`config.mk`:
```
export PLATFORM = sky130hd
export DESIGN_NAME = grammar_responder_flat
export DESIGN_NICKNAME = d
export VERILOG_FILES = /design/src/rtl/grammar_responder_if.sv /design/src/rtl/grammar_responder.sv /design/src/flat_wrapper.sv
export SDC_FILE = /design/constraint.sdc
export NUM_CORES = 1
export LEC_CHECK = 0
export CORE_UTILIZATION = 60
export DETAILED_ROUTE_END_ITERATION = 10
export DONT_BUFFER_PORTS = 1
export PLACE_DENSITY = 0.86
export SLEW_MARGIN = 25
export SYNTH_ARGS = -nofsm -noshare
export SYNTH_HDL_FRONTEND = slang
export SYNTH_SLANG_ARGS = --single-unit
```
`constraint.sdc`:
```
create_clock -name clk -period 2.7 [get_ports clk]
set_input_delay 0 -clock clk [delete_from_list [all_inputs] [get_ports clk]]
set_output_delay 0 -clock clk [all_outputs]
set_load 0.02 [all_outputs]
```
`src/rtl/grammar_responder_if.sv`:
```
// Byte-stream handshake between the grammar responder and the UART transmitter.
interface grammar_responder_if;
    logic [7:0] tx_data;
    logic       tx_valid;
    logic       tx_ready;

    modport master (output tx_data, output tx_valid, input tx_ready);
    modport slave  (input tx_data, input tx_valid, output tx_ready);
endinterface

```
`src/rtl/grammar_responder.sv`:
```
// Grammar responder: turns validator accept/reject edges into "OK\r\n" /
// "ERR\r\n" byte streams on a valid/ready transmit interface, with a
// one-entry pending slot for verdicts that arrive mid-message.
module grammar_responder #(
    parameter int CNT_W = 8
) (
    input  logic                 clk,
    input  logic                 rst,
    input  logic                 accept,
    input  logic                 reject,
    grammar_responder_if.master  tx,
    output logic                 busy,
    output logic [CNT_W-1:0]     sent_count,
    output logic [CNT_W-1:0]     drop_count
);

    localparam logic MSG_OK  = 1'b0;
    localparam logic MSG_ERR = 1'b1;

    typedef enum logic {IDLE, SEND} state_t;

    state_t      state, state_n;
    logic        accept_q, reject_q;
    logic        msg_sel, msg_sel_n;
    logic [2:0]  idx, idx_n;
    logic        pend_v, pend_v_n;
    logic        pend_sel, pend_sel_n;
    logic        sent_inc;
    logic [1:0]  drop_inc;

    logic        ev_ok, ev_err, ev_any, ev_sel, xfer, last;

    // Constant message ROM indexed by message select and byte index.
    function automatic logic [7:0] rom_byte(input logic sel, input logic [2:0] i);
        logic [7:0] b;
        case ({sel, i})
            {MSG_OK,  3'd0}: b = 8'h4F;
            {MSG_OK,  3'd1}: b = 8'h4B;
            {MSG_OK,  3'd2}: b = 8'h0D;
            {MSG_OK,  3'd3}: b = 8'h0A;
            {MSG_ERR, 3'd0}: b = 8'h45;
            {MSG_ERR, 3'd1}: b = 8'h52;
            {MSG_ERR, 3'd2}: b = 8'h52;
            {MSG_ERR, 3'd3}: b = 8'h0D;
            {MSG_ERR, 3'd4}: b = 8'h0A;
            default:         b = 8'h00;
        endcase
        return b;
    endfunction

    function automatic logic is_last(input logic sel, input logic [2:0] i);
        return (sel == MSG_ERR) ? (i == 3'd4) : (i == 3'd3);
    endfunction

    // Drop counter sticks at all-ones instead of wrapping.
    function automatic logic [CNT_W-1:0] sat_add(input logic [CNT_W-1:0] cnt,
                                                 input logic [1:0] inc);
        logic [CNT_W:0] sum;
        sum = {1'b0, cnt} + {{(CNT_W-1){1'b0}}, inc};
        return sum[CNT_W] ? {CNT_W{1'b1}} : sum[CNT_W-1:0];
    endfunction

    assign ev_ok  = accept & ~accept_q;
    assign ev_err = reject & ~reject_q;
    assign ev_any = ev_ok | ev_err;
    assign ev_sel = ev_ok ? MSG_OK : MSG_ERR;   // OK wins a simultaneous pair
    assign xfer   = tx.tx_valid & tx.tx_ready;
    assign last   = is_last(msg_sel, idx);

    // Next-state, byte index, pending slot and counter increments.
    always_comb begin
        state_n    = state;
        msg_sel_n  = msg_sel;
        idx_n      = idx;
        pend_v_n   = pend_v;
        pend_sel_n = pend_sel;
        sent_inc   = 1'b0;
        drop_inc   = {1'b0, ev_ok & ev_err};
        case (state)
            IDLE: begin
                if (ev_any) begin
                    msg_sel_n = ev_sel;
                    idx_n     = 3'd0;
                    state_n   = SEND;
                end
            end
            SEND: begin
                if (xfer && last) begin
                    sent_inc = 1'b1;
                    if (pend_v) begin
                        // Pending entry is consumed, freeing the slot for a new event.
                        msg_sel_n = pend_sel;
                        idx_n     = 3'd0;
                        pend_v_n  = ev_any;
                        if (ev_any) pend_sel_n = ev_sel;
                    end else if (ev_any) begin
                        msg_sel_n = ev_sel;
                        idx_n     = 3'd0;
                    end else begin
                        state_n = IDLE;
                    end
                end else begin
                    if (xfer) idx_n = idx + 3'd1;
                    if (ev_any) begin
                        if (!pend_v) begin
                            pend_v_n   = 1'b1;
                            pend_sel_n = ev_sel;
                        end else begin
                            drop_inc = drop_inc + 2'd1;
                        end
                    end
                end
            end
            default: state_n = IDLE;
        endcase
    end

    // Registered state, edge detectors, counters and transmit outputs.
    always_ff @(posedge clk) begin
        if (rst) begin
            state       <= IDLE;
            accept_q    <= 1'b0;
            reject_q    <= 1'b0;
            msg_sel     <= MSG_OK;
            idx         <= 3'd0;
            pend_v      <= 1'b0;
            pend_sel    <= MSG_OK;
            sent_count  <= '0;
            drop_count  <= '0;
            busy        <= 1'b0;
            tx.tx_valid <= 1'b0;
            tx.tx_data  <= 8'h00;
        end else begin
            state       <= state_n;
            accept_q    <= accept;
            reject_q    <= reject;
            msg_sel     <= msg_sel_n;
            idx         <= idx_n;
            pend_v      <= pend_v_n;
            pend_sel    <= pend_sel_n;
            sent_count  <= sent_count + {{(CNT_W-1){1'b0}}, sent_inc};
            drop_count  <= sat_add(drop_count, drop_inc);
            busy        <= (state_n == SEND) | pend_v_n;
            tx.tx_valid <= (state_n == SEND);
            if (state_n == SEND) tx.tx_data <= rom_byte(msg_sel_n, idx_n);
        end
    end

endmodule

```
`src/flat_wrapper.sv`:
```
// flat-port wrapper written by rule: the top's interface ports become plain ports
module grammar_responder_flat 
#(
    parameter int CNT_W = 8
)
  (clk, rst, accept, reject, busy, sent_count, drop_count, tx_tx_data, tx_tx_valid, tx_tx_ready);
  grammar_responder_if tx_i ();
  input  logic clk;
  input  logic rst;
  input  logic accept;
  input  logic reject;
  output logic busy;
  output logic [CNT_W-1:0] sent_count;
  output logic [CNT_W-1:0] drop_count;
  output wire logic [$bits(tx_i.tx_data)-1:0] tx_tx_data;
  output wire logic [$bits(tx_i.tx_valid)-1:0] tx_tx_valid;
  input wire logic [$bits(tx_i.tx_ready)-1:0] tx_tx_ready;
  assign tx_tx_data = tx_i.tx_data;
  assign tx_tx_valid = tx_i.tx_valid;
  assign tx_i.tx_ready = tx_tx_ready;
  grammar_responder #(.CNT_W(CNT_W)) u_core (.clk(clk), .rst(rst), .accept(accept), .reject(reject), .tx(tx_i), .busy(busy), .sent_count(sent_count), .drop_count(drop_count));
endmodule
```
# Word level (Yosys, flattened, before mapping)
# Memory sizes are Yosys's and may differ from the RTL's. A register that Yosys moved wholly into a read port is not among the register bits.
# Index checks and enable logic that the tools add are counted.
[totals]
regBits = 34
rom_bits = 96
inputBits = 5
out_inout_bits = 26
word_cells = 64
memories = 1
[classes]
add_sub_neg = 4
eq_ne = 5
n_mux = 31
bitwise_logic = 9
n_reduce_logical = 3
[memory_table]
columns = ["memory", "depth", "width", "read_ports", "rd_clocked_by_memory_dff", "wr", "line_no", "text"]
rows = [
  ["(no name shown)", 16, 6, 1, 1, 0, "grammar_responder.sv:36", "case ({sel, i})"],
]
[op_table]
columns = ["op", "n"]
rows = [
  ["$mux W1", 19],
  ["$mux W3", 4],
  ["$add A8 B2 Y9", 1],
  ["$add A8 B1 Y8", 1],
  ["$mux W2", 4],
  ["$mux W8", 1],
  ["$pmux W3 S2", 1],
  ["$reduce_and A5 Y1", 1],
  ["$and A1 B1 Y1", 4],
  ["$ne A2 B2 Y1 const B", 2],
  ["$pmux W1 S2", 2],
  ["$add A3 B1 Y3 const B", 1],
  ["$eq A3 B2 Y1 const B", 1],
  ["$eq A3 B3 Y1 const B", 1],
  ["$not A1 Y1", 3],
  ["$add A1 B1 Y2 const B", 1],
  ["$ne A2 B1 Y1 const B", 1],
  ["$or A1 B1 Y1", 2],
  ["$reduce_bool A2 Y1", 1],
  ["$logic_and A1 B1 Y1", 1],
]

# Logic depth before layout (Yosys ltp)
# Gate-level depths: netlist of run 1.
[logic_depth]
word_depth = 10
depth_mapped = 12
mapped_depth_nobuf = 12

# Worst setup path after synthesis of run 1
# Ideal clock, no wire load.
[synth_timing]
kind = "register -> register"
startpoint = "register u_core.idx[0]"
endpoint = "register u_core.drop_count[0]"
setup_ns = 0.071
t_arrival_ns = 2.412
required_ns = 2.629
setup_slack_ns = 0.218
stages_incl_launch_ff = 10
n_path_buf = 0
synth_period_minus_slack_ns = 2.482
path_cell_list = "dfxtp_1 > and4bb_2 > o21ai_4 > and2_1 > a31o_2 > ha_1 > inv_1 > fa_1 > or3_1 > a21oi_1"
[synth_between]
elab_chain_cells = 7
word_cells_on_any_way = 8
cone_classes = "add/sub (1); eq/ne (2); mux (4); reduce/logical (1)"
[synth_lines]
columns = ["element", "line_no", "text"]
rows = [
  ["start: declaration", "grammar_responder.sv:25", "logic [2:0] idx, idx_n;"],
  ["start signal: assignment", "grammar_responder.sv:138", "idx <= idx_n;"],
  ["$eq A3 B2 Y1 / $eq A3 B3 Y1 (equally long branches)", "grammar_responder.sv:52", "return (sel == MSG_ERR) ? (i == 3'd4) : (i == 3'd3);"],
  ["$mux W1 (*)", "grammar_responder.sv:52", ""],
  ["$logic_and A1 B1 Y1 (*)", "grammar_responder.sv:88", "if (xfer && last) begin"],
  ["$mux W2 (*)", "grammar_responder.sv:88", ""],
  ["$mux W2 (*)", "grammar_responder.sv:79", "case (state)"],
  ["$add A8 B2 Y9 (*)", "grammar_responder.sv:59", "sum = {1'b0, cnt} + {{(CNT_W-1){1'b0}}, inc};"],
  ["$mux W8 (*)", "grammar_responder.sv:60", "return sum[CNT_W] ? {CNT_W{1'b1}} : sum[CNT_W-1:0];"],
  ["end signal: assignment", "grammar_responder.sv:142", "drop_count <= sat_add(drop_count, drop_inc);"],
  ["end: declaration", "grammar_responder.sv:14", "output logic [CNT_W-1:0] drop_count"],
]
# Every way passes the cells marked *; elsewhere a longest branch is shown, timed or not.
# A chain may end at the register's enable or synchronous reset.

# Final worst setup path of run 1
# Same ends and word-level chain as after synthesis.

==> impl_results.rst, run 1 <==
.. list-table::
   :header-rows: 1

   * - Metric
     - Value
   * - Cts bufs inserted
     - 5
   * - Input/output buffers
     - 0
   * - Clk Latency, worst-skew pair
     - 330 ps
   * - Synth Cell Area
     - 1662 µm²
   * - Remaining max-slew budget at the tightest pin
     - 63.95%
   * - Library cell occupying the most area in the post-synthesis netlist
     - sky130_fd_sc_hd__dfxtp_1
   * - Proportion of synthesized chip area in sequential cells
     - 38.55%
   * - Ant. Diodes
     - 0
   * - Clock transition time at the flip-flop clock pins of the worst setup and hold paths
     - 100 ps
   * - Post-detailed-route via-to-cell ratio
     - 6.206
   * - Fraction of final layout cells with drive strength greater than 1
     - 11.62%
   * - Post-route fraction of the period consumed by the critical path
     - 95.27%
   * - Setup Crit Path Kind
     - reg -> reg
   * - Site Rows
     - 18
   * - Sequential share of power
     - 53.4%
   * - Fmax
     - 0.3887 GHz
   * - Wire length of the first global-routing pass
     - 5.085 mm
   * - FFs w/ async S/R, synth
     - 0%
   * - Setup WS pre-CTS
     - 109.7 ps
   * - Antenna violation net count after detailed routing
     - 0
   * - Leakage power
     - 0.7263 nW
   * - Synthesized instance count
     - 190
   * - RSZ-0062 raised after global routing
     - no
   * - Post-synth EDFFs
     - 0
   * - Die span in x
     - 54.63 µm
   * - Highest fanout seen on the critical path
     - 9
   * - Starting density of the core
     - 65.29%
   * - Power density of the placed cells
     - 549.8 nW/µm²
   * - Start point of the worst hold path
     - accept
   * - Standard cell core area
     - 2545 µm²
   * - CTS Sinks
     - 32
   * - Logic gate share of total power
     - 11.1%
   * - Outcome
     - complete, no violations
   * - Synth top area share
     - 38.55%
   * - Number of setup buffers added after CTS
     - 0
   * - Root cell of the clock tree
     - sky130_fd_sc_hd__clkbuf_4
   * - Data required, critical path
     - 2950 ps
   * - Final-report hold violation count
     - 0
   * - Internal Power
     - 732.3 µW
   * - Average wire length per cell after detail routing
     - 14.71 µm
   * - Net Switching
     - 257.5 µW
   * - Post-synthesis register bit count
     - 32
   * - Critical Path Start Type
     - flop
   * - Die height
     - 54.63 µm
   * - Largest net degree at the start of global routing
     - 32
   * - First drt pass iteration count
     - 6
   * - Pins Over Slew Limit
     - 0
   * - Leading post-synthesis cells by cell area
     - sky130_fd_sc_hd__dfxtp_1 (39%), sky130_fd_sc_hd__ha_1 (6.8%), sky130_fd_sc_hd__a21oi_1 (4.2%)
   * - Worst-Margin Slew
     - 537.1 ps
   * - H-Tree Depth
     - 2
   * - DP Wirelength
     - 2.466 mm
   * - Peak ir drop on the vdd network
     - 402.9 µV
   * - Worst Hold Class
     - in -> reg
   * - Final WS setup
     - 127.6 ps
   * - Worst path arrival time
     - 2820 ps
   * - R2R Path End
     - u_core.drop_count[0]$_SDFF_PP0_
   * - Max cap viols
     - 0
   * - Final worst path period need
     - 2572 ps
   * - Initial DRC Count
     - 32
   * - Number of nets at the end of the flow
     - 212
   * - Worst reg2reg path depth
     - 10
   * - Worst R2R Start
     - u_core.idx[0]$_SDFF_PP0_
   * - Via count of the first global-routing pass
     - 1217
   * - Destination of the worst hold path
     - u_core.pend_sel$_SDFFE_PP0P_
   * - Clock Skews
     - 8.540 ps
   * - Count of distinct cell types in the synthesized netlist
     - 43
   * - Post-detailed-routing wire length
     - 3.353 mm
   * - Last weighted congestion value of the routability-driven placer
     - 0.9046
   * - Buffer depth of the longest clock path
     - 2
   * - Remaining design rule violation count
     - 0
   * - Top-level port count
     - 31
   * - Area growth syn-to-layout
     - 8.359%
   * - Die ar.
     - 2984 µm²
   * - Routed via count
     - 1415
   * - Total congestion overflow
     - 0
   * - Internal reg-to-reg setup slack
     - 130 ps
   * - Worst hold slack after final layout
     - 19.31 ps
   * - Synth Area per Inst
     - 8.745 µm²
   * - Setup TNS
     - 0 ps
   * - Total routing usage reported by global routing
     - 24.31%
   * - Antenna violations before repair
     - 0
   * - Dominant register cell in the synthesized netlist
     - sky130_fd_sc_hd__dfxtp_1
   * - TritonCTS clock tree
     - done
   * - Final core utilization
     - 70.75%
   * - Clk pwr share
     - 35.6%
   * - Switching part of the total
     - 26.02%
   * - Critical Path End Type
     - flop
   * - Instance count along the most critical hold path
     - 2
   * - Number of warnings reported in the yosys synthesis log
     - 0
   * - Final setup violation count
     - 0
metal layers:
metal,track usage [%],share of wire (%),vias to the layer above
li1,-,-,686
met1,27.89,44,666
met2,42.37,49,51
met3,6.111,6.1,12
met4,9.829,1.5,0
met5,0,0,-
cell usage after synthesis, types with 3 or more instances:
cell type                  instances
sky130_fd_sc_hd__nor3b_1           3
sky130_fd_sc_hd__a31oi_1           4
sky130_fd_sc_hd__xnor2_1           4
sky130_fd_sc_hd__clkbuf_1          3
sky130_fd_sc_hd__nand4_1           3
sky130_fd_sc_hd__nor3_1            3
sky130_fd_sc_hd__xor2_1            6
sky130_fd_sc_hd__a211oi_1          3
sky130_fd_sc_hd__ha_1              9
sky130_fd_sc_hd__o21ai_0           7
sky130_fd_sc_hd__dfxtp_1          32
sky130_fd_sc_hd__a22o_1            3
sky130_fd_sc_hd__inv_1            13
sky130_fd_sc_hd__a21oi_1          14
sky130_fd_sc_hd__buf_4             3
sky130_fd_sc_hd__nor2b_1           7
sky130_fd_sc_hd__and3_1            3
sky130_fd_sc_hd__nand3_1          11
sky130_fd_sc_hd__nand2_1           9
sky130_fd_sc_hd__nor2_1           18
placed cells by master (no fill, tap or decap), types with 3 or more instances in the layout:
master,n
sky130_fd_sc_hd__dfxtp_2,3
sky130_fd_sc_hd__clkbuf_4,5
sky130_fd_sc_hd__nor3_1,3
sky130_fd_sc_hd__a31oi_1,4
sky130_fd_sc_hd__a211oi_1,3
sky130_fd_sc_hd__dfxtp_1,29
sky130_fd_sc_hd__nor3b_1,3
sky130_fd_sc_hd__buf_4,3
sky130_fd_sc_hd__inv_1,13
sky130_fd_sc_hd__o21ai_0,7
sky130_fd_sc_hd__nand4_1,3
sky130_fd_sc_hd__and3_1,3
sky130_fd_sc_hd__nor2b_1,7
sky130_fd_sc_hd__a22o_1,3
sky130_fd_sc_hd__ha_1,9
sky130_fd_sc_hd__nor2_1,17
sky130_fd_sc_hd__nand2_1,9
sky130_fd_sc_hd__xnor2_1,4
sky130_fd_sc_hd__a21oi_1,14
sky130_fd_sc_hd__nand3_1,11
sky130_fd_sc_hd__xor2_1,6
registers in the layout, summed over array words and instances, names as in the netlist:
name / count
u_core.pend_v: 1
u_core.drop_count: 8
u_core.reject_q: 1
u_core.msg_sel: 1
u_core.sent_count: 8
u_core.accept_q: 1
u_core.tx.tx_valid: 1
u_core.tx.tx_data: 6
u_core.idx: 3
u_core.busy: 1
u_core.pend_sel: 1
logic make-up (layout without fill, tap and decap cells):
kind of cell / Yosys count / after routing / share of synthesized area (%)
other: 1 / 2 / 0.2257
buffers and inverters: 20 / 27 / 5.196
xor gates and xnor gates: 10 / 10 / 5.271
adders and majority gates: 10 / 10 / 7.982
muxes: 1 / 1 / 0.6024
DFF: 32 / 32 / 38.55
and+or+nand+nor: 70 / 70 / 22.97
AOI/OAI and AO/OA: 46 / 46 / 19.20
area by class of cell:
type	count	area [µm²]
Clock buffer	6	41.29
Clock inverter	2	35.03
Fill cell	188	744.5
Inverter	13	48.80
Multi-Input combinational cell	139	945.9
Sequential cell	32	644.4
Tap cell	30	37.54
Timing Repair Buffer	6	47.55
critical path: stages, from the launching register on:
cell                       delay, ps
sky130_fd_sc_hd__dfxtp_2         370
sky130_fd_sc_hd__and4bb_2        370
sky130_fd_sc_hd__o21ai_4          70
sky130_fd_sc_hd__and2_1          170
sky130_fd_sc_hd__nor3_1          150
sky130_fd_sc_hd__a31o_2          130
sky130_fd_sc_hd__ha_1            150
sky130_fd_sc_hd__inv_1            60
sky130_fd_sc_hd__fa_1            430
sky130_fd_sc_hd__or3_4           440
sky130_fd_sc_hd__a21oi_1         150
worst max path at each step:
stage / cells past startpoint / end / slack [ps] / start
final: 10 / u_core.drop_count[0]$_SDFF_PP0_ / 130 / u_core.idx[0]$_SDFF_PP0_
after global routing: 10 / u_core.drop_count[0]$_SDFF_PP0_ / 6 / u_core.idx[0]$_SDFF_PP0_
after CTS: 12 / u_core.drop_count[6]$_SDFF_PP0_ / 50 / u_core.idx[0]$_SDFF_PP0_
after detailed placement: 10 / u_core.drop_count[0]$_SDFF_PP0_ / 110 / u_core.idx[0]$_SDFF_PP0_
after global placement: 10 / u_core.drop_count[1]$_SDFF_PP0_ / 200 / u_core.idx[0]$_SDFF_PP0_
after floorplan: 9 / u_core.drop_count[0]$_SDFF_PP0_ / 220 / u_core.idx[0]$_SDFF_PP0_
power by group through the flow:
| stage | clock [mW] | combinational, mW | sequential [mW] |
|---|---|---|---|
| floorplan | 0 | 0.0885 | 0.536 |
| detailed placement | 0 | 0.0985 | 0.539 |
| CTS | 0.358 | 0.109 | 0.528 |
| global placement | 0 | 0.0964 | 0.538 |
| global route | 0.373 | 0.123 | 0.531 |
| finish | 0.352 | 0.110 | 0.528 |
metrics by stage:
stage,area [µm²],total power [mW],cells
6_report,1800,0.9899,228
5_1_grt,1800,1.027,228
4_1_cts,1794,0.9946,228
3_5_place_dp,1688,0.6370,217
3_3_place_gp,1688,0.6347,217
2_1_floorplan,1665,0.6244,191
timing repair:
| action | in CTS | in global routing |
|---|---|---|
| endpoints found under the setup margin | 0 | 6 |
| hold buffers | 3 | 0 |
| hold endpoints to repair | 32 | 0 |
| gates resized for setup | 0 | 5 |
Note: power is estimated with default switching activity, not from simulation.
==> run 2: changes to the inputs <==
Settings changed: GPL_TIMING_DRIVEN from default to 0.
==> impl_results.rst, run 2 (synthesis results as in run 1) <==
.. list-table::
   :header-rows: 1

   * - Metric
     - Value
   * - Internal reg-to-reg setup slack
     - 160 ps
   * - Registers with the most flip-flops
     - u_core.drop_count (8), u_core.sent_count (8), u_core.tx.tx_data (6)
   * - GR met3 Demand/Resource
     - 8.611%
   * - Clk pwr share
     - 38.8%
   * - Clock transition time at the flip-flop clock pins of the worst setup and hold paths
     - 100 ps
   * - Stages on worst setup path
     - 10
   * - Site Rows
     - 18
   * - CP bufs+invs
     - 1
   * - Data required, critical path
     - 2970 ps
   * - Worst R2R Start
     - u_core.idx[2]$_SDFF_PP0_
   * - Critical Path End Type
     - flop
   * - Via count of the first global-routing pass
     - 1379
   * - Final worst path period need
     - 2542 ps
   * - Max cap viols
     - 0
   * - Standard cell core area
     - 2545 µm²
   * - Post-detailed-routing wire length
     - 3.632 mm
   * - Highest fanout seen on the critical path
     - 7
   * - Setup TNS
     - 0 ps
   * - Outcome
     - complete, no violations
   * - Fmax
     - 0.3933 GHz
   * - Setup Crit Path Kind
     - reg -> reg
   * - Routed via count
     - 1463
   * - Input/output buffers
     - 0
   * - Number of cells after detailed placement
     - 221
   * - Remaining max-slew budget at the tightest pin
     - 65.42%
   * - Number of nets at the end of the flow
     - 218
   * - Critical path's largest stage delay
     - 430 ps
   * - Layer carrying the most global-route usage
     - met2
   * - Clk Latency, worst-skew pair
     - 340 ps
   * - TritonCTS clock tree
     - done
   * - Pins Over Slew Limit
     - 0
   * - Initial DRC Count
     - 36
   * - Logic gate share of total power
     - 10.9%
   * - Worst-Margin Slew
     - 515.1 ps
   * - GRT met2 Usage
     - 45.18%
   * - Clock Skews
     - 2.300 ps
   * - Worst hold slack after final layout
     - 56.92 ps
   * - Post-detailed-route via-to-cell ratio
     - 6.252
   * - CTS Sinks
     - 32
   * - Worst Hold Class
     - in -> reg
   * - Cts bufs inserted
     - 5
   * - Buffer depth of the longest clock path
     - 2
   * - Launch point of the critical path
     - u_core.idx[2]$_SDFF_PP0_
   * - Antenna violations before repair
     - 0
   * - Overall power
     - 1.057 mW
   * - Top-level port count
     - 31
   * - First drt pass iteration count
     - 4
   * - Instance area after placement
     - 1703 µm²
   * - H-Tree Depth
     - 2
   * - Wire length of the first global-routing pass
     - 5.568 mm
   * - Remaining design rule violation count
     - 0
   * - Total congestion overflow
     - 0
   * - Cells along the critical path
     - and4bb_4 -> o21ai_4 -> and2_1 -> nor3_1 -> a31o_2 -> ha_1 -> inv_1 -> fa_2 -> or3_4 -> a21oi_1
   * - Leakage power
     - 0.7549 nW
   * - Die ar.
     - 2984 µm²
   * - R2R Path End
     - u_core.drop_count[1]$_SDFF_PP0_
   * - Die height
     - 54.63 µm
   * - Net Switching
     - 270.4 µW
   * - Largest net degree at the start of global routing
     - 11
   * - Die span in x
     - 54.63 µm
   * - Sequential share of power
     - 50.3%
   * - Commonest cells after routing, fill and taps aside
     - sky130_fd_sc_hd__dfxtp_1 (29), sky130_fd_sc_hd__nor2_1 (17), sky130_fd_sc_hd__a21oi_1 (14)
   * - Last weighted congestion value of the routability-driven placer
     - 0.9500
   * - Most common library cell in the layout ignoring fill and taps
     - sky130_fd_sc_hd__dfxtp_1
   * - Master of the slowest instance on the critical path
     - sky130_fd_sc_hd__or3_4
   * - Internal Power
     - 786.5 µW
   * - DP Wirelength
     - 2.571 mm
   * - RSZ-0062 raised after global routing
     - no
   * - Area growth syn-to-layout
     - 12.20%
   * - Switching part of the total
     - 25.58%
   * - Root cell of the clock tree
     - sky130_fd_sc_hd__clkbuf_4
   * - Total routing usage reported by global routing
     - 26.46%
   * - Power density of the placed cells
     - 566.9 nW/µm²
   * - Met1 GRT Util
     - 28.28%
   * - Final-report hold violation count
     - 0
   * - Critical path destination
     - u_core.drop_count[1]$_SDFF_PP0_
   * - Worst path top cell family by delay
     - simple AND/OR/NAND/NOR gates
   * - Fraction of final layout cells with drive strength greater than 1
     - 13.24%
   * - Ant. Diodes
     - 0
   * - Post-route fraction of the period consumed by the critical path
     - 94.17%
   * - Worst path arrival time
     - 2810 ps
   * - Worst reg2reg path depth
     - 10
   * - Peak ir drop on the vdd network
     - 442.2 µV
   * - Critical Path Start Type
     - flop
   * - Average wire length per cell after detail routing
     - 15.52 µm
   * - Starting density of the core
     - 65.29%
   * - Final std cell area, no fill
     - 1864 µm²
   * - Antenna violation net count after detailed routing
     - 0
   * - Final setup violation count
     - 0
   * - Post-Layout Cell Count
     - 234
-- run 2: worst min-delay path by stage --
stage	end	startpoint	slack (ps)	cells after the start
2_1_floorplan	u_core.accept_q$_SDFF_PP0_	accept	130	1
3_3_place_gp	u_core.accept_q$_SDFF_PP0_	accept	130	1
3_5_place_dp	u_core.reject_q$_SDFF_PP0_	reject	140	1
4_1_cts	u_core.idx[0]$_SDFF_PP0_	rst	50	2
5_1_grt	u_core.idx[1]$_SDFF_PP0_	rst	80	2
6_report	u_core.idx[0]$_SDFF_PP0_	rst	60	2
-- run 2: what timing repair did --
item | in CTS | in global routing
endpoints found under the hold margin | 6 | 0
setup buffers | 0 | 2
cloned | 0 | 0
endpoints found under the setup margin | 6 | 8
resized for setup | 3 | 7
pin swaps | 0 | 3
hold buffers | 3 | 0
-- run 2: power by group through the flow --
stage	combinational (mW)	sequential [mW]	clock, mW
global route	0.129	0.534	0.435
global placement	0.103	0.541	0
finish	0.115	0.532	0.410
detailed placement	0.108	0.542	0
floorplan	0.0885	0.536	0
CTS	0.114	0.532	0.414
-- run 2: metrics by stage --
step                setup WS [ps]  utilization, %
floorplan                   217.9               -
global placement            17.39           66.91
detailed placement         -49.11           66.91
CTS                         13.89           71.98
global route                22.60           73.25
finish                      157.5           73.25
-- run 2: worst reg2reg max path, cell delays in order, from the launching register on --
cell and delay (ps):
sky130_fd_sc_hd__dfxtp_2 370, sky130_fd_sc_hd__and4bb_4 380, sky130_fd_sc_hd__o21ai_4 90, sky130_fd_sc_hd__and2_1 190, sky130_fd_sc_hd__nor3_1 130, sky130_fd_sc_hd__a31o_2 130
sky130_fd_sc_hd__ha_1 160, sky130_fd_sc_hd__inv_1 60, sky130_fd_sc_hd__fa_2 380, sky130_fd_sc_hd__or3_4 430, sky130_fd_sc_hd__a21oi_1 160
-- run 2: final cells by class --
cell class              instances  area, µm²
flip-flops and latches         32      646.9
fillers                       209      680.7
clock inverters                 1      30.03
clock buffers                   7      65.06
repair buffers                  5      45.04
plain buffers                   7      38.79
inverters                      13      48.80
well taps                      30      37.54
multi-input cells             139      952.2
-- run 2: layer usage --
metal  part of all wire [%]  wire length [µm]  vias to the layer above
met5                      0                 0                        -
met4                    3.5               128                        0
met3                    7.2               262                       16
met2                     51              1848                       62
met1                     38              1393                      688
li1                       -                 -                      697
